### src/rtl/btn_event_encoder.sv
// btn_event_encoder: debounces three raw buttons and queues one 2-bit code per accepted press.
// Ports: clock/reset (sync, active-high); btn[2:0] raw buttons; ack pops the head event;
//        valid/code present the oldest event; multi_err pulses on a debounced multi-button press;
//        overflow pulses when an event is dropped on a full buffer.
// Macro BTN_EVENT_ENCODER_FIFO_EN selects a 4-entry FIFO; otherwise a single holding register.
module btn_event_encoder #(
   parameter int DEBOUNCE_CYCLES = 4
) (
   input  logic       clock,
   input  logic       reset,
   input  logic [2:0] btn,
   input  logic       ack,
   output logic       valid,
   output logic [1:0] code,
   output logic       multi_err,
   output logic       overflow
);
   typedef enum logic [1:0] {IDLE, DEBOUNCE, EMIT, RELEASE} state_t;
   localparam logic [7:0] LAST = 8'(DEBOUNCE_CYCLES - 1);
   state_t state, state_n;
   logic [2:0] s1, sbtn, pat, pat_n;
   logic [7:0] cnt, cnt_n;
   logic merr_n, onehot, push, pop, full;
   logic [1:0] pcode;
   assign onehot = pat inside {3'b001, 3'b010, 3'b100};
   assign pcode = {pat[2], pat[1]};
   assign push = state == EMIT;
   assign pop = ack && valid;
   always_ff @(posedge clock) begin
      if (reset) begin
         s1 <= '0;
         sbtn <= '0;
         state <= IDLE;
         cnt <= '0;
         pat <= '0;
         multi_err <= 1'b0;
         overflow <= 1'b0;
      end else begin
         s1 <= btn;
         sbtn <= s1;
         state <= state_n;
         cnt <= cnt_n;
         pat <= pat_n;
         multi_err <= merr_n;
         overflow <= push && full && !pop;
      end
   end
   always_comb begin
      state_n = state;
      cnt_n = cnt;
      pat_n = pat;
      merr_n = 1'b0;
      case (state)
         IDLE:
            if (sbtn != 3'b000) begin
               pat_n = sbtn;
               cnt_n = '0;
               state_n = DEBOUNCE;
            end
         DEBOUNCE:
            if (sbtn != pat) state_n = IDLE;
            else if (cnt == LAST) begin
               state_n = onehot ? EMIT : RELEASE;
               merr_n = !onehot;
               cnt_n = '0;
            end else cnt_n = cnt + 8'd1;
         EMIT: begin
            state_n = RELEASE;
            cnt_n = '0;
         end
         default:
            if (sbtn != 3'b000) cnt_n = '0;
            else if (cnt == LAST) begin
               state_n = IDLE;
               cnt_n = '0;
            end else cnt_n = cnt + 8'd1;
      endcase
   end
`ifdef BTN_EVENT_ENCODER_FIFO_EN
   logic [1:0] mem [4];
   logic [1:0] wp, rp;
   logic [2:0] count;
   logic wr;
   assign full = count == 3'd4;
   assign valid = count != 3'd0;
   // a pop frees the head slot in the same edge, so a push into a full FIFO still lands
   assign wr = push && (!full || pop);
   assign code = valid ? mem[rp] : 2'b00;
   always_ff @(posedge clock) if (wr) mem[wp] <= pcode;
   always_ff @(posedge clock) begin
      if (reset) begin
         wp <= '0;
         rp <= '0;
         count <= '0;
      end else begin
         if (wr) wp <= wp + 2'd1;
         if (pop) rp <= rp + 2'd1;
         count <= count + {2'b00, wr} - {2'b00, pop};
      end
   end
`else
   logic held;
   logic [1:0] hcode;
   assign full = held;
   assign valid = held;
   assign code = held ? hcode : 2'b00;
   always_ff @(posedge clock) begin
      if (reset) begin
         held <= 1'b0;
         hcode <= 2'b00;
      end else if (push && (!held || pop)) begin
         held <= 1'b1;
         hcode <= pcode;
      end else if (pop) held <= 1'b0;
   end
`endif
endmodule
### config.mk
export PLATFORM = sky130hd
export DESIGN_NAME = btn_event_encoder
export DESIGN_NICKNAME = d
export VERILOG_FILES = /design/src/rtl/btn_event_encoder.sv
export SDC_FILE = /design/constraint.sdc
export NUM_CORES = 1
export LEC_CHECK = 0
export ABC_AREA = 1
export BUFFER_PORTS_ARGS = -buffer_cell sky130_fd_sc_hd__buf_2
export CAP_MARGIN = 5
export CORE_MARGIN = 2
export CORE_UTILIZATION = 55
export CTS_CLUSTER_SIZE = 30
export DETAILED_ROUTE_END_ITERATION = 8
export GPL_TIMING_DRIVEN = 0
export PLACE_DENSITY = 0.74
export SETUP_SLACK_MARGIN = 0.02
export SYNTH_ARGS = -nofsm -noshare
export SYNTH_HDL_FRONTEND = slang
export SYNTH_SLANG_ARGS = --single-unit
### constraint.sdc
create_clock -name clock -period 3.25 [get_ports clock]
set_clock_uncertainty 0.05 [all_clocks]
set_input_delay 0.65 -clock clock [delete_from_list [all_inputs] [get_ports clock]]
set_output_delay 0.65 -clock clock [all_outputs]
set_load 0.02 [all_outputs]
==> impl_metrics.csv <==
group,metric,value,unit
run_status,status,"finished, final reports clean",
die,fp.dieArea,2761,sq um
synth,synth_cell_types,24,
timing,fin_ws,1595,ps
setup_path,cp_max_fo,4,
routing,drt_iter0_drc,10,
setup_path,crit_arrival,960,ps
synth,ys_seq_area_frac,0.3707,
setup_path,worst-path-buf-inv,2,
global_routing,grt_pass1_vias,1116,
final_layout,drive_gt1_frac,0.1737,
job,drv_cap,0,
synth,syn_area,1296,sq um
placed_design,pre_cts_slack,1757,ps
global_routing,grt_usage,0.2222,
timing,fmax,0.6042,GHz
power,p_leak,0.7051,nW
die,boundaryPins,11,
setup_path,slowest_stage,"dfxtp_1",
placed_design,dp.cells,237,
placed_design,io_buffers,10,
timing,finalSetupViolations,0,
clocking,worst_skew_pair.late_latency,320,ps
global_routing,grt_start_max_net_pins,15,
synth,yosys_warnings,0,
clocking,cts_buffers,3,
clocking,post-cts-setup-buffer-count,0,
power,p_sw,0.3178,mW
clocking,h-tree-depth,1,
power,swShare,0.3649,
routing,vias,1184,
synth,syn_area_per_cell,6.514,sq um
placed_design,dp_hpwl,1894,um
timing,rsz0062_at_grt,"no",
timing,setup_tns,0,ps
synth,synthCells,199,
timing,slew_headroom,0.7196,
min_path,min_path_type,"reg2reg",
die,rows,17,
setup_path,timing.rr.end,"state[0]",
clocking,cts.clk_slew.worst_paths,130,ps
timing,min_period_over_period,0.5093,
setup_path,cpPeakStageDelay,380,ps
power,pwr-share-comb,0.329,
die,start_util,0.5860,
power,ir_drop,0.0004336,V
die,die_x,52.55,um
timing,period_needed,1655,ps
die,die_y,52.55,um
routing,drt-total-wl,2550,um
routing,dr.pass1.iters,4,
power,seqPwrFrac,0.417,
synth,synthArstFlopShare,0,
final_layout,area_growth,10.62,%
setup_path,cp.required,2550,ps
setup_path,r2r-start,"cnt[0]",
global_routing,grt_pass1_wl,4574,um
synth,synth_fp_nets,206,
timing,tightest_slew,420.7,ps
final_layout,diodes,0,
final_layout,layout.nets,221,
clocking,cts_tree,"done",
routing,ant_nets,0,
routing,drc,0,
min_path,min_from,"s1[0]",
power,power_density,607.3,nW/um^2
timing,whs,363.0,ps
global_routing,grt_overflow,0,
clocking,cts_root_buffer,"clkbuf_4",
setup_path,path_delay_family,"flip-flops",
placed_design,globalplace.congestion,0.9063,
synth,synth_edf_count,0,
timing,final_max_slew_viol_count,0,
setup_path,worstRegToRegCells,8,
setup_path,rrSetupSlack,1700,ps
setup_path,startpoint_type,"flop",
clocking,numClockSinks,24,
global_routing,grt_antenna_before_repair,0,
synth,ys.flop_type,"dfxtp_1",
power,p_int,0.5530,mW
die,core,2212,sq um
final_layout,final_common_cell,"nand2_1",
clocking,cts_buffer_depth,2,
routing,vias_per_cell,4.913,
clocking,hold_buffers,0,
power,clkPwrFrac,0.254,
routing,drt-wirelength-per-cell,10.58,um
min_path,holdPathStages,2,
synth,ys_ff_latch,24,
clocking,cts.repair.resized,0,
final_layout,final_cell_mix,"nand2_1, nor2_1, inv_1",
setup_path,crit_type,"reg2out",
setup_path,endpoint_kind,"output port",
timing,finalHoldViolations,0,
setup_path,path_cells,"nand2_1 > inv_1 > buf_2",
min_path,hold_end,"sbtn[0]",
final_layout,stdcell_count,241,
sequential cells by signal, summed over array words and instances, names as in the netlist:
register and flops:
cnt 8, valid 1, multi_err 1, overflow 1
s1 3, state 2, pat 3, sbtn 3
hcode 2
worst reg2reg max path: stages, from the launching register on:
cell and delay, ps:
dfxtp_1 420, ha_1 280, nand2_1 80, nor2_1 130, nand2_2 120, nand4_1 150
nand2_1 90, nor2_1 110, nor2_1 40
through the flow:
stage               instance area (sq um)  total power [mW]    util
detailed placement                   1381            0.6554  0.6244
global placement                     1381            0.6417  0.6244
floorplan                            1296            0.5980       -
finish                               1434            0.8708  0.6482
CTS                                  1434            0.8767  0.6482
global route                         1434            0.9309  0.6482
how the worst max path moves through the flow:
stage                 from  endpoint  slack [ps]  cells after the start
floorplan            valid   code[1]        1880                      2
global placement    cnt[0]  state[0]        1780                      8
global route         valid   code[0]        1520                      3
CTS                  valid   code[0]        1570                      3
detailed placement  cnt[0]  state[0]        1760                      8
finish               valid   code[0]        1590                      3
layer usage:
layer	track usage	part of all wire	vias to the layer above
met3	0.04286	0.037	5
met5	0	0	-
met4	0.06410	0.013	0
met2	0.3729	0.46	18
li1	-	-	644
met1	0.2872	0.49	517
synth_stat cells (3+ instances only):
cell	instances	area [sq um]
a21oi_1	12	60.06
dfxtp_1	24	480.5
inv_1	28	105.1
inv_2	6	22.52
nand2_1	45	168.9
nand2_2	3	18.77
nand2_4	4	45.04
nand3_1	13	65.06
nand4_1	3	18.77
nor2_1	38	142.6
nor3_1	3	15.01
o21ai_0	4	20.02
power groups by stage:
stage               Clock (mW)  Sequential (mW)  Combinational, mW
finish                   0.221            0.363              0.286
global route             0.235            0.370              0.326
CTS                      0.226            0.363              0.288
detailed placement           0            0.370              0.286
global placement             0            0.368              0.273
floorplan                    0            0.366              0.232
cell families after synthesis:
| logic type | Yosys count | synth area share |
|---|---|---|
| flops | 24 | 0.3707 |
| buf+inv | 38 | 0.1149 |
| fa+ha+maj | 1 | 0.009651 |
| compound gates | 19 | 0.07529 |
| xor+xnor | 1 | 0.006758 |
| simple gates | 116 | 0.4228 |
layout make-up:
cell class / instances / area [sq um]
plain buffers: 2 / 8.758
clock buffers: 3 / 22.52
clock inverters: 1 / 30.03
fillers: 209 / 778.2
inverters: 36 / 140.1
multi-input cells: 137 / 666.9
flip-flops and latches: 24 / 480.5
well taps: 28 / 35.03
repair buffers: 10 / 50.05
No activity file was read; power rests on OpenSTA's default activity.
